==> src/rtl/backprop_delta_pkg.sv <==
// Shared fixed-point constants and types for the backprop delta pipeline.
// Word format is signed Q(NBITS-FRAC).FRAC; the defaults here give Q8.8.
package backprop_delta_pkg;

  localparam int NBITS  = 16;
  localparam int FRAC   = 8;
  localparam int NELEM  = 4;
  localparam int ONE_FX = 1 << FRAC;
  localparam int MAX_FX = (1 << (NBITS - 1)) - 1;
  localparam int MIN_FX = -(1 << (NBITS - 1));

  typedef logic [7:0] idx_t;

endpackage

==> src/rtl/backprop_delta_if.sv <==
// Element stream into the delta block and delta/bias-gradient stream out of it.
interface backprop_delta_if #(
  parameter int NBITS = backprop_delta_pkg::NBITS
);

  logic                         in_valid;
  logic                         in_ready;
  logic signed [NBITS-1:0]      in_err;
  logic signed [NBITS-1:0]      in_z;
  logic                         out_valid;
  logic                         out_ready;
  logic signed [NBITS-1:0]      out_delta;
  backprop_delta_pkg::idx_t     out_idx;
  logic                         out_last;
  logic signed [NBITS-1:0]      out_bsum;

  modport slave (
    input  in_valid, in_err, in_z, out_ready,
    output in_ready, out_valid, out_delta, out_idx, out_last, out_bsum
  );

  modport master (
    output in_valid, in_err, in_z, out_ready,
    input  in_ready, out_valid, out_delta, out_idx, out_last, out_bsum
  );

endinterface

==> src/rtl/backprop_delta_relu_deriv.sv <==
// ReLU derivative: 1.0 for z >= 0 (z = 0 included), 0 for negative z.
module backprop_delta_relu_deriv #(
  parameter int NBITS = backprop_delta_pkg::NBITS,
  parameter int FRAC  = backprop_delta_pkg::FRAC
) (
  input  logic signed [NBITS-1:0] z,
  output logic signed [NBITS-1:0] d
);

  localparam logic [NBITS-1:0] ONE = {{(NBITS-1){1'b0}}, 1'b1} << FRAC;

  assign d = z[NBITS-1] ? '0 : ONE;

endmodule

==> src/rtl/backprop_delta.sv <==
// Two-stage delta = err * ReLU'(z) pipeline with element indexing and a
// saturating per-vector bias-gradient accumulator riding in the output stage.
module backprop_delta #(
  parameter int NBITS = backprop_delta_pkg::NBITS,
  parameter int FRAC  = backprop_delta_pkg::FRAC,
  parameter int NELEM = backprop_delta_pkg::NELEM
) (
  input  logic               clk,
  input  logic               rst_n,
  backprop_delta_if.slave    bus
);

  import backprop_delta_pkg::*;

  localparam int PW = 2 * NBITS;
  localparam logic signed [PW-1:0]    MAX_W    = {{(NBITS+1){1'b0}}, {(NBITS-1){1'b1}}};
  localparam logic signed [PW-1:0]    MIN_W    = {{(NBITS+1){1'b1}}, {(NBITS-1){1'b0}}};
  localparam logic signed [NBITS-1:0] MAX_N    = {1'b0, {(NBITS-1){1'b1}}};
  localparam logic signed [NBITS-1:0] MIN_N    = {1'b1, {(NBITS-1){1'b0}}};
  localparam idx_t                    LAST_IDX = idx_t'(NELEM - 1);

  // stage 1
  logic                    s1_valid_reg;
  logic signed [NBITS-1:0] s1_err_reg;
  logic signed [NBITS-1:0] s1_d_reg;
  idx_t                    s1_idx_reg;
  logic                    s1_last_reg;
  idx_t                    idx_reg;

  // stage 2 (output)
  logic                    out_valid_reg;
  logic signed [NBITS-1:0] out_delta_reg;
  idx_t                    out_idx_reg;
  logic                    out_last_reg;
  logic signed [NBITS-1:0] out_bsum_reg;

  logic signed [NBITS-1:0] d_next;
  logic signed [PW-1:0]    err_w;
  logic signed [PW-1:0]    d_w;
  logic signed [PW-1:0]    prod;
  logic signed [PW-1:0]    shifted;
  logic signed [NBITS-1:0] delta_next;
  logic signed [NBITS-1:0] bsum_base;
  logic signed [NBITS:0]   sum_wide;
  logic signed [NBITS-1:0] bsum_next;
  logic                    in_ready;
  logic                    in_fire;
  logic                    out_fire;
  logic                    s2_adv;
  logic                    s2_load;
  logic                    clear_acc;

  backprop_delta_relu_deriv #(
    .NBITS (NBITS),
    .FRAC  (FRAC)
  ) u_relu_deriv (
    .z (bus.in_z),
    .d (d_next)
  );

  assign out_fire  = out_valid_reg & bus.out_ready;
  assign s2_adv    = ~out_valid_reg | bus.out_ready;
  assign in_ready  = ~s1_valid_reg | s2_adv;
  assign in_fire   = bus.in_valid & in_ready;
  assign s2_load   = s1_valid_reg & s2_adv;
  assign clear_acc = out_fire & out_last_reg;

  always_comb begin
    err_w   = {{NBITS{s1_err_reg[NBITS-1]}}, s1_err_reg};
    d_w     = {{NBITS{s1_d_reg[NBITS-1]}}, s1_d_reg};
    prod    = err_w * d_w;
    shifted = prod >>> FRAC;
    if (shifted > MAX_W) begin
      delta_next = MAX_N;
    end else if (shifted < MIN_W) begin
      delta_next = MIN_N;
    end else begin
      delta_next = shifted[NBITS-1:0];
    end
  end

  // A vector's first element may enter stage 2 as the previous last leaves;
  // it must then start from zero rather than the departing total.
  always_comb begin
    bsum_base = clear_acc ? '0 : out_bsum_reg;
    sum_wide  = {bsum_base[NBITS-1], bsum_base} + {delta_next[NBITS-1], delta_next};
    if (sum_wide[NBITS] != sum_wide[NBITS-1]) begin
      bsum_next = sum_wide[NBITS] ? MIN_N : MAX_N;
    end else begin
      bsum_next = sum_wide[NBITS-1:0];
    end
  end

  always_ff @(posedge clk or negedge rst_n) begin
    if (!rst_n) begin
      idx_reg <= '0;
    end else if (in_fire) begin
      idx_reg <= (idx_reg == LAST_IDX) ? '0 : idx_reg + 8'd1;
    end
  end

  always_ff @(posedge clk or negedge rst_n) begin
    if (!rst_n) begin
      s1_valid_reg <= 1'b0;
      s1_err_reg   <= '0;
      s1_d_reg     <= '0;
      s1_idx_reg   <= '0;
      s1_last_reg  <= 1'b0;
    end else if (in_ready) begin
      s1_valid_reg <= bus.in_valid;
      if (bus.in_valid) begin
        s1_err_reg  <= bus.in_err;
        s1_d_reg    <= d_next;
        s1_idx_reg  <= idx_reg;
        s1_last_reg <= (idx_reg == LAST_IDX);
      end
    end
  end

  always_ff @(posedge clk or negedge rst_n) begin
    if (!rst_n) begin
      out_valid_reg <= 1'b0;
      out_delta_reg <= '0;
      out_idx_reg   <= '0;
      out_last_reg  <= 1'b0;
      out_bsum_reg  <= '0;
    end else begin
      if (s2_adv) begin
        out_valid_reg <= s1_valid_reg;
      end
      if (s2_load) begin
        out_delta_reg <= delta_next;
        out_idx_reg   <= s1_idx_reg;
        out_last_reg  <= s1_last_reg;
        out_bsum_reg  <= bsum_next;
      end else if (clear_acc) begin
        out_bsum_reg  <= '0;
      end
    end
  end

  assign bus.in_ready  = in_ready;
  assign bus.out_valid = out_valid_reg;
  assign bus.out_delta = out_delta_reg;
  assign bus.out_idx   = out_idx_reg;
  assign bus.out_last  = out_last_reg;
  assign bus.out_bsum  = out_bsum_reg;

endmodule

==> src/flat_wrapper.sv <==
// flat-port wrapper written by rule: the top's interface ports become plain ports
module backprop_delta_flat import backprop_delta_pkg::*;
#(
  parameter int NBITS = backprop_delta_pkg::NBITS,
  parameter int FRAC  = backprop_delta_pkg::FRAC,
  parameter int NELEM = backprop_delta_pkg::NELEM
)
  (clk, rst_n, bus_in_valid, bus_in_err, bus_in_z, bus_out_ready, bus_in_ready, bus_out_valid, bus_out_delta, bus_out_idx, bus_out_last, bus_out_bsum);
  backprop_delta_if #(.NBITS(NBITS)) bus_i ();
  input  logic clk;
  input  logic rst_n;
  input wire logic [$bits(bus_i.in_valid)-1:0] bus_in_valid;
  input wire logic [$bits(bus_i.in_err)-1:0] bus_in_err;
  input wire logic [$bits(bus_i.in_z)-1:0] bus_in_z;
  input wire logic [$bits(bus_i.out_ready)-1:0] bus_out_ready;
  output wire logic [$bits(bus_i.in_ready)-1:0] bus_in_ready;
  output wire logic [$bits(bus_i.out_valid)-1:0] bus_out_valid;
  output wire logic [$bits(bus_i.out_delta)-1:0] bus_out_delta;
  output wire logic [$bits(bus_i.out_idx)-1:0] bus_out_idx;
  output wire logic [$bits(bus_i.out_last)-1:0] bus_out_last;
  output wire logic [$bits(bus_i.out_bsum)-1:0] bus_out_bsum;
  assign bus_i.in_valid = bus_in_valid;
  assign bus_i.in_err = bus_in_err;
  assign bus_i.in_z = bus_in_z;
  assign bus_i.out_ready = bus_out_ready;
  assign bus_in_ready = bus_i.in_ready;
  assign bus_out_valid = bus_i.out_valid;
  assign bus_out_delta = bus_i.out_delta;
  assign bus_out_idx = bus_i.out_idx;
  assign bus_out_last = bus_i.out_last;
  assign bus_out_bsum = bus_i.out_bsum;
  backprop_delta #(.NBITS(NBITS), .FRAC(FRAC), .NELEM(NELEM)) u_core (.clk(clk), .rst_n(rst_n), .bus(bus_i));
endmodule
==> config.mk <==
export PLATFORM = sky130hd
export DESIGN_NAME = backprop_delta_flat
export DESIGN_NICKNAME = d
export VERILOG_FILES = /design/src/rtl/backprop_delta_pkg.sv /design/src/rtl/backprop_delta_if.sv /design/src/rtl/backprop_delta_relu_deriv.sv /design/src/rtl/backprop_delta.sv /design/src/flat_wrapper.sv
export SDC_FILE = /design/constraint.sdc
export NUM_CORES = 1
export LEC_CHECK = 0
export CORE_MARGIN = 4
export CORE_UTILIZATION = 45
export DETAILED_ROUTE_END_ITERATION = 10
export PLACE_DENSITY = 0.74
export SLEW_MARGIN = 25
export SYNTH_ARGS = -nofsm -noshare
export SYNTH_HDL_FRONTEND = slang
export SYNTH_SLANG_ARGS = --single-unit
==> constraint.sdc <==
create_clock -name clk -period 3.1 [get_ports clk]
set_clock_uncertainty 0.15 [all_clocks]
set_input_delay 0.465 -clock clk [delete_from_list [all_inputs] [get_ports clk]]
set_output_delay 0.465 -clock clk [all_outputs]
set_load 0.005 [all_outputs]
==> summary.txt <==
===========================================================================================
Number of design-rule violations left by the first detailed-router iteration .          142
Clock tree buffer depth ......................................................            2
Dominant synthesized flop cell ...............................................      dfrtp_1
Sum of routed wire length over all layers ....................................     10800 um
Fraction of layout cells with a size suffix above 1 ..........................        21.0%
Ant diodes ...................................................................            0
WP data arrival ..............................................................      3.09 ns
# nets final .................................................................          631
Clock insertion delay at the later pin of the skew report ....................      0.36 ns
Remaining global-route overflow ..............................................            0
# placed instances ...........................................................          670
Clock Sink Count .............................................................           77
Top library cells by usage in the layout, fill and taps aside ................ nand2_1 (128), dfrtp_1 (77), buf_4 (67)
Total Die Area ...............................................................    10800 um2
Pin count of the biggest net entering global routing .........................           78
Worst setup path category .................................................... flip-flop to flip-flop
Leakage power figure .........................................................   0.00270 uW
Vias in the first global route ...............................................         3806
Number of CTS-inserted buffers ...............................................            9
Cells after Synth ............................................................          451
Non-filler cells, final ......................................................          690
Routed wire length per instance ..............................................      15.7 um
Detail-routed via count per cell .............................................         5.34
Mapped cell area .............................................................     4120 um2
Site row count ...............................................................           34
Library cells used by synthesis ..............................................           48
Yosys warning count ..........................................................            0
End of the worst register-to-register path ................................... u_core.bus.out_bsum[13]
Post-route ant nets ..........................................................            0
# port buffers ...............................................................           63
Average footprint of a synthesized cell ......................................     9.14 um2
Fin Hold WS ..................................................................   -0.0198 ns
Final Cycle Share ............................................................        95.5%
Width of the die .............................................................       104 um
Post-synth net total .........................................................          505
Transition time at the pin with the least slew margin ........................     0.703 ns
Seq cells post-synth .........................................................           77
WP buf/inv ...................................................................            3
Peak clock frequency supported by timing .....................................      338 MHz
Effective utilization at floorplan ...........................................        46.8%
Proportion of synthesized chip area in sequential cells ......................        46.8%
Commonest non-fill, non-tap cell in the layout ...............................      nand2_1
Clock-pin slew on the worst setup and hold paths .............................      0.09 ns
Endpoint kind of the worst setup timing path .................................    flip-flop
Async SR Flop Fraction .......................................................         100%
EDFF count, synth ............................................................            0
Failing checks ............................................................... negative hold slack
H-tree levels ................................................................            3
Depth of the worst register-to-register path .................................           14
Power density over the cells .................................................   804 nW/um2
Number of antenna violations at the first check in global routing ............            0
Min Clock Period, post-route .................................................      2.96 ns
Required @ worst endpoint ....................................................      3.23 ns
Number of I/O pins ...........................................................           79
Die height ...................................................................       104 um
Endpoints failing hold .......................................................           19
Critical path startpoint category ............................................    flip-flop
Highest ir drop seen on vdd ..................................................       343 uV
Area of the placeable core ...................................................     8810 um2
Post-layout instance area ....................................................     5630 um2
Register-to-Register Setup Slack .............................................      0.14 ns
Outcome ...................................................................... finished, violations left
Layout Area Growth over Synthesis ............................................        36.7%
# Max-Cap Violations .........................................................            0
Detailed placer's ending HPWL ................................................      7860 um
DRC ..........................................................................            0
Biggest fanout along the worst timing path ...................................           16
Final setup vio count ........................................................            0
First-pass GRT wire length ...................................................     18000 um
Overall global routing resource usage ........................................        20.5%
CTS tree .....................................................................         done
Clock Tree Root ..............................................................     clkbuf_8
Final-report max-slew violation count ........................................            0
Pre-Repair DR Iteration Count ................................................            4
CP max-delay cell ............................................................      dfrtp_1
Worst path cell trace ........................................................ nand3_2, buf_12, and2_4, ha_1, inv_1, fa_2, nor2b_2, o211ai_1, a21o_1, o2111a_2, nor3b_4, buf_4, nor2_1, o2bb2ai_1
GPL Wtd Cong .................................................................        0.904
Max-slew headroom at the worst pin ...........................................        53.1%
Unrepaired setup endpoints after global routing ..............................          yes
Worst min-delay path class ................................................... input port to async pin
Fill cell instance count of the final layout .................................          697
Critical register-to-register path startpoint ................................ u_core.bus.out_valid
Largest incremental delay on the critical path ...............................      0.40 ns
Routed vias ..................................................................         3687
Standard cell area after detailed placement ..................................     5320 um2
Cell family contributing the most delay on the critical path ................. compound AO/OA/AOI/OAI gates
===========================================================================================
==> timing repair <==
action / CTS / global route
endpoints found under the setup margin: 16 / 16
pin swaps: 9 / 4
setup buffers: 3 / 1
hold buffers: 0 / 0
resized for setup: 15 / 6
gates cloned: 0 / 0
endpoints found under the hold margin: 0 / 0
==> cell type report <==
class | instances | area (um2) | area share [%]
sequential | 77 | 1930 | 34.2
inverter | 6 | 22.5 | 0.400
multi-input combinational | 349 | 2180 | 38.7
clock buffer | 9 | 124 | 2.20
clock inverter | 7 | 57.6 | 1.02
timing repair buffer | 134 | 1190 | 21.1
tap | 108 | 135 | 2.40
==> through the flow <==
stage	hold WS (ns)	setup TNS (ns)	power, uW	setup slack, ns	util [%]
floorplan	0.0194	0	2600	0.115	-
global placement	0.300	-6.84	3600	-0.460	60.4
detailed placement	0.307	-8.55	3680	-0.566	60.4
CTS	0.147	0	4500	0.0650	63.5
global route	0.0363	-0.0223	4850	-0.0223	63.9
finish	-0.0198	0	4530	0.140	63.9
==> logic make-up after synthesis <==
family          after synthesis  synth area share [%]
simple gates                223                  24.8
compound gates               77                  12.8
flops                        77                  46.8
buf+inv                      25                  2.46
fa+ha+maj                    18                  5.65
xor+xnor                     16                  3.40
mux                          15                  4.10
==> report_power, final <==
group / switching (uW) / internal [uW] / total [uW]
sequential: 175 / 1260 / 1440
combinational: 1080 / 1280 / 2360
clock: 428 / 304 / 731
total: 1680 / 2850 / 4530
==> worst max-delay path by stage <==
| stage | from | endpoint | cells after the start |
|---|---|---|---|
| final | u_core.bus.out_valid | u_core.bus.out_bsum[13] | 14 |
| after global placement | bus_out_ready | u_core.bus.out_bsum[1] | 13 |
| after detailed placement | bus_out_ready | u_core.bus.out_bsum[9] | 15 |
| after CTS | u_core.bus.out_last | u_core.bus.out_bsum[13] | 14 |
| after floorplan | u_core.s1_d_reg[8] | u_core.bus.out_bsum[13] | 13 |
| after global routing | u_core.bus.out_last | u_core.bus.out_bsum[13] | 14 |
==> synth_stat cells (2+ instances only) <==
cell type    n  area [um2]
buf_1        2        7.51
nand3_1      9        45.0
a21oi_1     19        95.1
o21a_1       3        22.5
nor3_1       4        20.0
ha_1        17         213
o2bb2ai_1   12         105
nand3b_1     2        15.0
a21o_1       5        37.5
nand4b_1     2        17.5
o22ai_1      2        12.5
and3_1       3        18.8
inv_1        6        22.5
nor2b_1      5        31.3
a211o_1      3        26.3
a211oi_1     2        15.0
nor2_1      24        90.1
clkbuf_1    13        48.8
o21ai_0     13        65.1
xnor2_1      9        78.8
and2_1      32         200
o211ai_1     6        45.0
o31ai_1      2        15.0
mux2_2      15         169
nand2b_1     6        37.5
buf_2        2        10.0
nand2_1    129         484
nand4_1      2        12.5
xor2_1       7        61.3
dfrtp_1     77        1930
==> per-layer routing <==
| metal | share of wire [%] | up-vias | GRT usage, % |
|---|---|---|---|
| met4 | 1.7 | 0 | 7.03 |
| met2 | 49 | 82 | 35.2 |
| met5 | 0 | - | 0 |
| li1 | - | 1788 | - |
| met3 | 3.4 | 18 | 3.36 |
| met1 | 46 | 1799 | 26.4 |
(Power assumes the default switching activity.)
